===== src/rtl/lfsr_writer_pkg.sv =====
// Shared types and constants for the lfsr_writer stimulus block.
// The csum output is present only when LFSR_WRITER_CSUM_EN is defined.
package lfsr_writer_pkg;

    typedef enum logic [1:0] {
        IDLE = 2'd0,
        SEND = 2'd1,
        GAP  = 2'd2
    } state_t;

    localparam logic [7:0] DEF_TAPS = 8'hB8;
    localparam logic [7:0] DEF_SEED = 8'h01;
    localparam int         CSUM_W   = 16;

endpackage


===== src/rtl/lfsr_writer_if.sv =====
// Control and FIFO-write bus between lfsr_writer and its consumer.
// The csum signal exists only when LFSR_WRITER_CSUM_EN is defined.
interface lfsr_writer_if
    import lfsr_writer_pkg::*;
#(
    parameter int DWIDTH = 8,
    parameter int CWIDTH = 8,
    parameter int GWIDTH = 4
);
    logic              start;
    logic              abort;
    logic [CWIDTH-1:0] count;
    logic [GWIDTH-1:0] gap;
    logic              full;
    logic [DWIDTH-1:0] datain;
    logic              write;
    logic              busy;
    logic              done;
    logic [CWIDTH-1:0] sent;
`ifdef LFSR_WRITER_CSUM_EN
    logic [CSUM_W-1:0] csum;
`endif

    modport master (
        input  start, abort, count, gap, full,
        output datain, write, busy, done, sent
`ifdef LFSR_WRITER_CSUM_EN
        , output csum
`endif
    );

    modport slave (
        output start, abort, count, gap, full,
        input  datain, write, busy, done, sent
`ifdef LFSR_WRITER_CSUM_EN
        , input csum
`endif
    );

endinterface


===== src/rtl/lfsr_writer_lfsr_core.sv =====
// Galois LFSR register: loads the seed on reset, steps one position per advance.
// A zero seed would lock the register, so it is replaced by 1.
module lfsr_core
    import lfsr_writer_pkg::*;
#(
    parameter int                DWIDTH = 8,
    parameter logic [DWIDTH-1:0] TAPS   = DEF_TAPS,
    parameter logic [DWIDTH-1:0] SEED   = DEF_SEED
)(
    input  logic              i_clk,
    input  logic              i_rst_n,
    input  logic              i_advance,
    output logic [DWIDTH-1:0] o_lfsr
);

    localparam logic [DWIDTH-1:0] SEED_EFF = (SEED == '0) ? DWIDTH'(1) : SEED;

    logic [DWIDTH-1:0] r_lfsr;
    logic [DWIDTH-1:0] w_lfsr_next;

    // Shift right; the bit falling out of position 0 is folded back through the tap mask.
    genvar gi;
    generate
        for (gi = 0; gi < DWIDTH - 1; gi++) begin : g_shift
            assign w_lfsr_next[gi] = r_lfsr[gi+1] ^ (r_lfsr[0] & TAPS[gi]);
        end
    endgenerate
    assign w_lfsr_next[DWIDTH-1] = r_lfsr[0] & TAPS[DWIDTH-1];

    always_ff @(posedge i_clk) begin
        if (!i_rst_n) begin
            r_lfsr <= SEED_EFF;
        end else if (i_advance) begin
            r_lfsr <= w_lfsr_next;
        end
    end

    assign o_lfsr = r_lfsr;

endmodule


===== src/rtl/lfsr_writer.sv =====
// Pseudo-random word source for a dual-clock FIFO write port, with counted bursts and idle gaps.
// Define LFSR_WRITER_CSUM_EN to add a 16-bit running checksum of accepted words.
module lfsr_writer
    import lfsr_writer_pkg::*;
#(
    parameter int                DWIDTH = 8,
    parameter logic [DWIDTH-1:0] TAPS   = DEF_TAPS,
    parameter logic [DWIDTH-1:0] SEED   = DEF_SEED,
    parameter int                CWIDTH = 8,
    parameter int                GWIDTH = 4
)(
    input  logic          wr_clk,
    input  logic          areset_n,
    lfsr_writer_if.master bus
);

    state_t            r_state;
    state_t            w_state_next;
    logic [CWIDTH-1:0] r_count;
    logic [GWIDTH-1:0] r_gap;
    logic [GWIDTH-1:0] r_gcnt;
    logic [CWIDTH-1:0] r_sent;
    logic [CWIDTH-1:0] w_sent_inc;
    logic              r_done;
    logic [DWIDTH-1:0] w_lfsr;
    logic              w_write;
    logic              w_busy;
    logic              w_run_start;
    logic              w_last;

    lfsr_core #(
        .DWIDTH (DWIDTH),
        .TAPS   (TAPS),
        .SEED   (SEED)
    ) u_lfsr (
        .i_clk     (wr_clk),
        .i_rst_n   (areset_n),
        .i_advance (w_write),
        .o_lfsr    (w_lfsr)
    );

    // abort beats start in IDLE, so a coincident pair never opens a run.
    assign w_run_start = (r_state == IDLE) && bus.start && !bus.abort;
    assign w_sent_inc  = r_sent + CWIDTH'(1);
    assign w_last      = (r_count != '0) && (w_sent_inc == r_count);

    always_ff @(posedge wr_clk) begin
        if (!areset_n) begin
            r_state <= IDLE;
        end else begin
            r_state <= w_state_next;
        end
    end

    always_comb begin
        w_state_next = r_state;
        case (r_state)
            IDLE: begin
                if (w_run_start) begin
                    w_state_next = SEND;
                end
            end
            SEND: begin
                if (bus.abort) begin
                    w_state_next = IDLE;
                end else if (w_write) begin
                    if (w_last) begin
                        w_state_next = IDLE;
                    end else if (r_gap != '0) begin
                        w_state_next = GAP;
                    end
                end
            end
            GAP: begin
                if (bus.abort) begin
                    w_state_next = IDLE;
                end else if (r_gcnt == GWIDTH'(1)) begin
                    w_state_next = SEND;
                end
            end
            default: w_state_next = IDLE;
        endcase
    end

    // Acceptance is the strobe itself: the FIFO takes the word whenever write is high.
    always_comb begin
        w_write = 1'b0;
        w_busy  = 1'b0;
        if (r_state != IDLE) begin
            w_busy = 1'b1;
        end
        if ((r_state == SEND) && !bus.full && !bus.abort) begin
            w_write = 1'b1;
        end
    end

    always_ff @(posedge wr_clk) begin
        if (!areset_n) begin
            r_count <= '0;
            r_gap   <= '0;
            r_gcnt  <= '0;
            r_sent  <= '0;
            r_done  <= 1'b0;
        end else begin
            r_done <= 1'b0;
            if (w_run_start) begin
                r_count <= bus.count;
                r_gap   <= bus.gap;
                r_sent  <= '0;
            end
            if (w_write) begin
                r_sent <= w_sent_inc;
                if (w_last) begin
                    r_done <= 1'b1;
                end else if (r_gap != '0) begin
                    r_gcnt <= r_gap;
                end
            end
            if ((r_state == GAP) && !bus.abort) begin
                r_gcnt <= r_gcnt - GWIDTH'(1);
            end
        end
    end

`ifdef LFSR_WRITER_CSUM_EN
    logic [CSUM_W-1:0] r_csum;

    always_ff @(posedge wr_clk) begin
        if (!areset_n) begin
            r_csum <= '0;
        end else if (w_run_start) begin
            r_csum <= '0;
        end else if (w_write) begin
            r_csum <= r_csum + CSUM_W'(w_lfsr);
        end
    end

    assign bus.csum = r_csum;
`endif

    assign bus.datain = w_lfsr;
    assign bus.write  = w_write;
    assign bus.busy   = w_busy;
    assign bus.done   = r_done;
    assign bus.sent   = r_sent;

endmodule


===== src/flat_wrapper.sv =====
// flat-port wrapper written by rule: the top's interface ports become plain ports
module lfsr_writer_flat import lfsr_writer_pkg::*;
#(
    parameter int                DWIDTH = 8,
    parameter logic [DWIDTH-1:0] TAPS   = DEF_TAPS,
    parameter logic [DWIDTH-1:0] SEED   = DEF_SEED,
    parameter int                CWIDTH = 8,
    parameter int                GWIDTH = 4
)
  (wr_clk, areset_n, bus_start, bus_abort, bus_count, bus_gap, bus_full, bus_datain, bus_write, bus_busy, bus_done, bus_sent);
  lfsr_writer_if #(.DWIDTH(DWIDTH), .CWIDTH(CWIDTH), .GWIDTH(GWIDTH)) bus_i ();
  input  logic wr_clk;
  input  logic areset_n;
  input wire logic [$bits(bus_i.start)-1:0] bus_start;
  input wire logic [$bits(bus_i.abort)-1:0] bus_abort;
  input wire logic [$bits(bus_i.count)-1:0] bus_count;
  input wire logic [$bits(bus_i.gap)-1:0] bus_gap;
  input wire logic [$bits(bus_i.full)-1:0] bus_full;
  output wire logic [$bits(bus_i.datain)-1:0] bus_datain;
  output wire logic [$bits(bus_i.write)-1:0] bus_write;
  output wire logic [$bits(bus_i.busy)-1:0] bus_busy;
  output wire logic [$bits(bus_i.done)-1:0] bus_done;
  output wire logic [$bits(bus_i.sent)-1:0] bus_sent;
  assign bus_i.start = bus_start;
  assign bus_i.abort = bus_abort;
  assign bus_i.count = bus_count;
  assign bus_i.gap = bus_gap;
  assign bus_i.full = bus_full;
  assign bus_datain = bus_i.datain;
  assign bus_write = bus_i.write;
  assign bus_busy = bus_i.busy;
  assign bus_done = bus_i.done;
  assign bus_sent = bus_i.sent;
  lfsr_writer #(.DWIDTH(DWIDTH), .TAPS(TAPS), .SEED(SEED), .CWIDTH(CWIDTH), .GWIDTH(GWIDTH)) u_core (.wr_clk(wr_clk), .areset_n(areset_n), .bus(bus_i));
endmodule

===== config.mk =====
export PLATFORM = sky130hd
export DESIGN_NAME = lfsr_writer_flat
export DESIGN_NICKNAME = d
export VERILOG_FILES = /design/src/rtl/lfsr_writer_pkg.sv /design/src/rtl/lfsr_writer_if.sv /design/src/rtl/lfsr_writer_lfsr_core.sv /design/src/rtl/lfsr_writer.sv /design/src/flat_wrapper.sv
export SDC_FILE = /design/constraint.sdc
export NUM_CORES = 1
export LEC_CHECK = 0
export ABC_AREA = 1
export BUFFER_PORTS_ARGS = -buffer_cell sky130_fd_sc_hd__buf_2
export CAP_MARGIN = 40
export CORE_MARGIN = 2
export CORE_UTILIZATION = 35
export DETAILED_ROUTE_END_ITERATION = 10
export SLEW_MARGIN = 10
export SYNTH_ARGS = -nofsm -noshare
export SYNTH_HDL_FRONTEND = slang
export SYNTH_HIERARCHICAL = 1
export SYNTH_SLANG_ARGS = --single-unit

===== constraint.sdc =====
create_clock -name wr_clk -period 1.5 [get_ports wr_clk]
set_input_delay 0.15 -clock wr_clk [delete_from_list [all_inputs] [get_ports wr_clk]]
set_output_delay 0.15 -clock wr_clk [all_outputs]
set_load 0.05 [all_outputs]

==> out/metrics.yaml <==
routing:
  drcViolationCount: 0
  dr.pass1.iters: 4
  drtIter0Drc: 80
  ant_nets: 0
  drt_wl_total_mm: 4.71
  via_per_inst: 4.60
  via_count: 1885
  routedWlPerCell_microns: 11.5
cells_and_area:
  diodes: 0
  post-route-util_pct: 48.1
  final_cell_mix: "55 x nand2_1, 35 x nor2_1, 34 x buf_2, 30 x inv_1, 28 x dfxtp_1"
  final_nets: 359
  drive_above_1_share_pct: 32.6
  final_common_cell: "nand2_1"
  area.growth.synth_to_final_pct: 31.7
worst_setup_path:
  r2r-start: "u_core/bus.sent[1]"
  crit_top_cell: "nand2_1"
  r2r_setup_slack_ns: -0.14
  critPathKind: "reg -> reg"
  cp.arrival_ns: 1.87
  critical_path_required_ns: 1.73
  path_cells: "ha_4 -> xnor2_2 -> nand2_1 -> nor2_1 -> nand3_1 -> nor2_2 -> nand3_2 -> nand2_4 -> nand2_4 -> nand2_1 -> nand2_1 -> nor2_1"
  max_stage_delay_ns: 0.36
  cp_slowest_cell: "dfxtp_4"
  r2r_cells: 12
  start_kind: "flip-flop"
  critPathLaunch: "u_core/bus.sent[1]"
  r2r-end: "u_core/r_gcnt[0]"
  cp-end-kind: "flip-flop"
  critPathMaxFanout: 5
pwr:
  seqPwrFrac_pct: 49.7
  total_power_mw: 2.01
  switching_share_pct: 29.1
  p_per_area_nw_per_um2: 806
  p_int_mw: 1.42
  pwr-share-clk_pct: 33.4
  combPwrFrac_pct: 16.9
  power_switching_uw: 583
  cellLeakagePower_nw: 1.12
  vdd_drop_max_v: 0.000340
floorplan:
  die_width_microns: 77.5
  core_region_area_sq_um: 5170
  dieArea_sq_um: 6000
  num_rows: 26
  start_util_pct: 36.5
  pin_count: 36
  die_h_microns: 77.5
sta:
  maxSlewHeadroom_pct: 62.7
  hold-worst-slack_ns: 0.111
  tightest_slew_ns: 0.558
  fmax_ghz: 0.608
  setup_ws_ns: -0.144
  hold_violations: 0
  final.setup_skew_ns: 0.00575
  final_max_slew_viol_count: 0
  rsz0062_at_grt: "yes"
  final.min_clock_period_ns: 1.64
  fin_crit_sh_pct: 110
  setup_violations: 7
cts:
  ctsHoldBuffers: 0
  clkLatencyLatePin_ns: 0.28
  cts_buffers: 5
  cts_root_buf: "clkbuf_8"
  cts.sinks: 35
  cts.clk_slew.worst_paths_ns: 0.07
  ctsHtreeMaxLevel: 2
  cts_buffer_depth: 2
  cts_tree: "built"
global_route:
  antenna_found_initial: 0
  grt_max_degree: 19
  grt.total_usage_pct: 16.2
  grt_overflow: 0
  grt_pass1_vias: 1702
  grt_pass1_wl_mm: 7.77
placement:
  place_congestion: 0.855
  dp_hpwl_mm: 3.48
  place.port_buffers: 35
yosys:
  yosysSeqAreaShare_pct: 37.1
  syn_nets: 300
  netlist_area_sq_um: 1890
  ys_types: 31
  yosys_warnings: 6
  syn_inst: 280
  syn_area_per_cell_sq_um: 6.75
  yosys_register_bits: 35
status:
  violations: "negative setup slack"
  status: "complete, but fails checks"
worst_hold_path:
  hold_end: "u_core/r_gap[1]"
  hp-class: "in -> reg"
  whs_path_depth: 3
  worstHoldStart: "bus_gap[1]"
run:
  maxCapViolCount: 0
## state kept, by name (all words and copies together), names as in the netlist
name / count
u_core/bus.done: 1
u_core/bus.sent: 8
u_core/r_count: 8
u_core/r_gap: 4
u_core/r_gcnt: 4
u_core/r_state: 2
u_core/u_lfsr/o_lfsr: 8
## power by group through the flow
stage / clock, mW / sequential (mW) / combinational [mW]
floorplan: 0 / 1.02 / 0.201
finish: 0.670 / 0.997 / 0.339
CTS: 0.689 / 0.997 / 0.321
detailed placement: 0 / 1.02 / 0.313
global placement: 0 / 1.02 / 0.310
global route: 0.740 / 1.00 / 0.380
## worst max-delay path, delay by kind of cell, from the launching register on
| family | cells | cell delay [ns] |
|---|---|---|
| AND/OR/NAND/NOR | 10 | 0.85 |
| flip-flops | 1 | 0.36 |
| adder cells (fa/ha/maj) | 1 | 0.28 |
| XOR/XNOR | 1 | 0.10 |
## Yosys cell counts (all sizes together)
library cell	instances	share of area (%)
nand2	61	13
nor2	47	11
inv	36	7.2
dfxtp	35	37
nand3	31	9.0
o21ai	22	6.0
a21oi	20	5.3
buf	7	2.8
clkbuf	3	0.79
ha	3	2.0
a211oi	2	0.79
a31oi	2	0.66
nand3b	2	0.79
nor3	2	0.53
xnor2	2	0.93
and2	1	0.33
clkinv	1	0.20
nor4	1	0.33
or2	1	0.33
xor2	1	0.46
## metrics by stage
step	std cells	setup slack (ns)	TNS, ns	cell area, sq um
2_1_floorplan	280	-0.127	-0.657	1930
3_3_place_gp	394	-0.0918	-0.432	2280
3_5_place_dp	394	-0.147	-0.699	2280
4_1_cts	404	-0.132	-0.750	2400
5_1_grt	410	-0.298	-1.95	2490
6_report	410	-0.144	-0.813	2490
## cell families after synthesis
group / synth area share (%)
flops: 37.1
buf+inv: 10.9
xor+xnor: 1.39
simple gates: 35.8
compound gates: 12.8
fa+ha+maj: 1.99
## metal layers
layer | vias to the layer above | track usage [%] | part of all wire [%]
li1 | 1014 | - | -
met1 | 821 | 21.0 | 49
met2 | 46 | 26.1 | 45
met3 | 4 | 3.37 | 4.7
met4 | 0 | 6.96 | 1.4
met5 | - | 0 | 0
## final cells by class
| type | instances | area [sq um] |
|---|---|---|
| well taps | 70 | 87.6 |
| repair buffers | 62 | 414 |
| clock buffers | 6 | 72.6 |
| inverters | 37 | 143 |
| fillers | 538 | 2680 |
| flip-flops and latches | 35 | 717 |
| clock inverters | 2 | 11.3 |
| multi-input cells | 198 | 1040 |
## worst max path at each step
stage,end,slack [ns],cells past startpoint
after floorplan,u_core/r_gcnt[0],-0.13,12
after global placement,u_core/r_gcnt[3],-0.09,11
after detailed placement,u_core/r_gcnt[0],-0.15,11
after CTS,u_core/r_gcnt[0],-0.13,11
after global routing,u_core/r_gcnt[0],-0.30,12
final,u_core/r_gcnt[0],-0.14,12
## what timing repair did
action,4_1_cts,5_1_grt
hold endpoints to repair,0,0
endpoints found under the setup margin,8,19
pin swaps,1,2
gates resized for setup,4,8
buffers inserted,2,5
cloned,0,1
(Power assumes the default switching activity.)
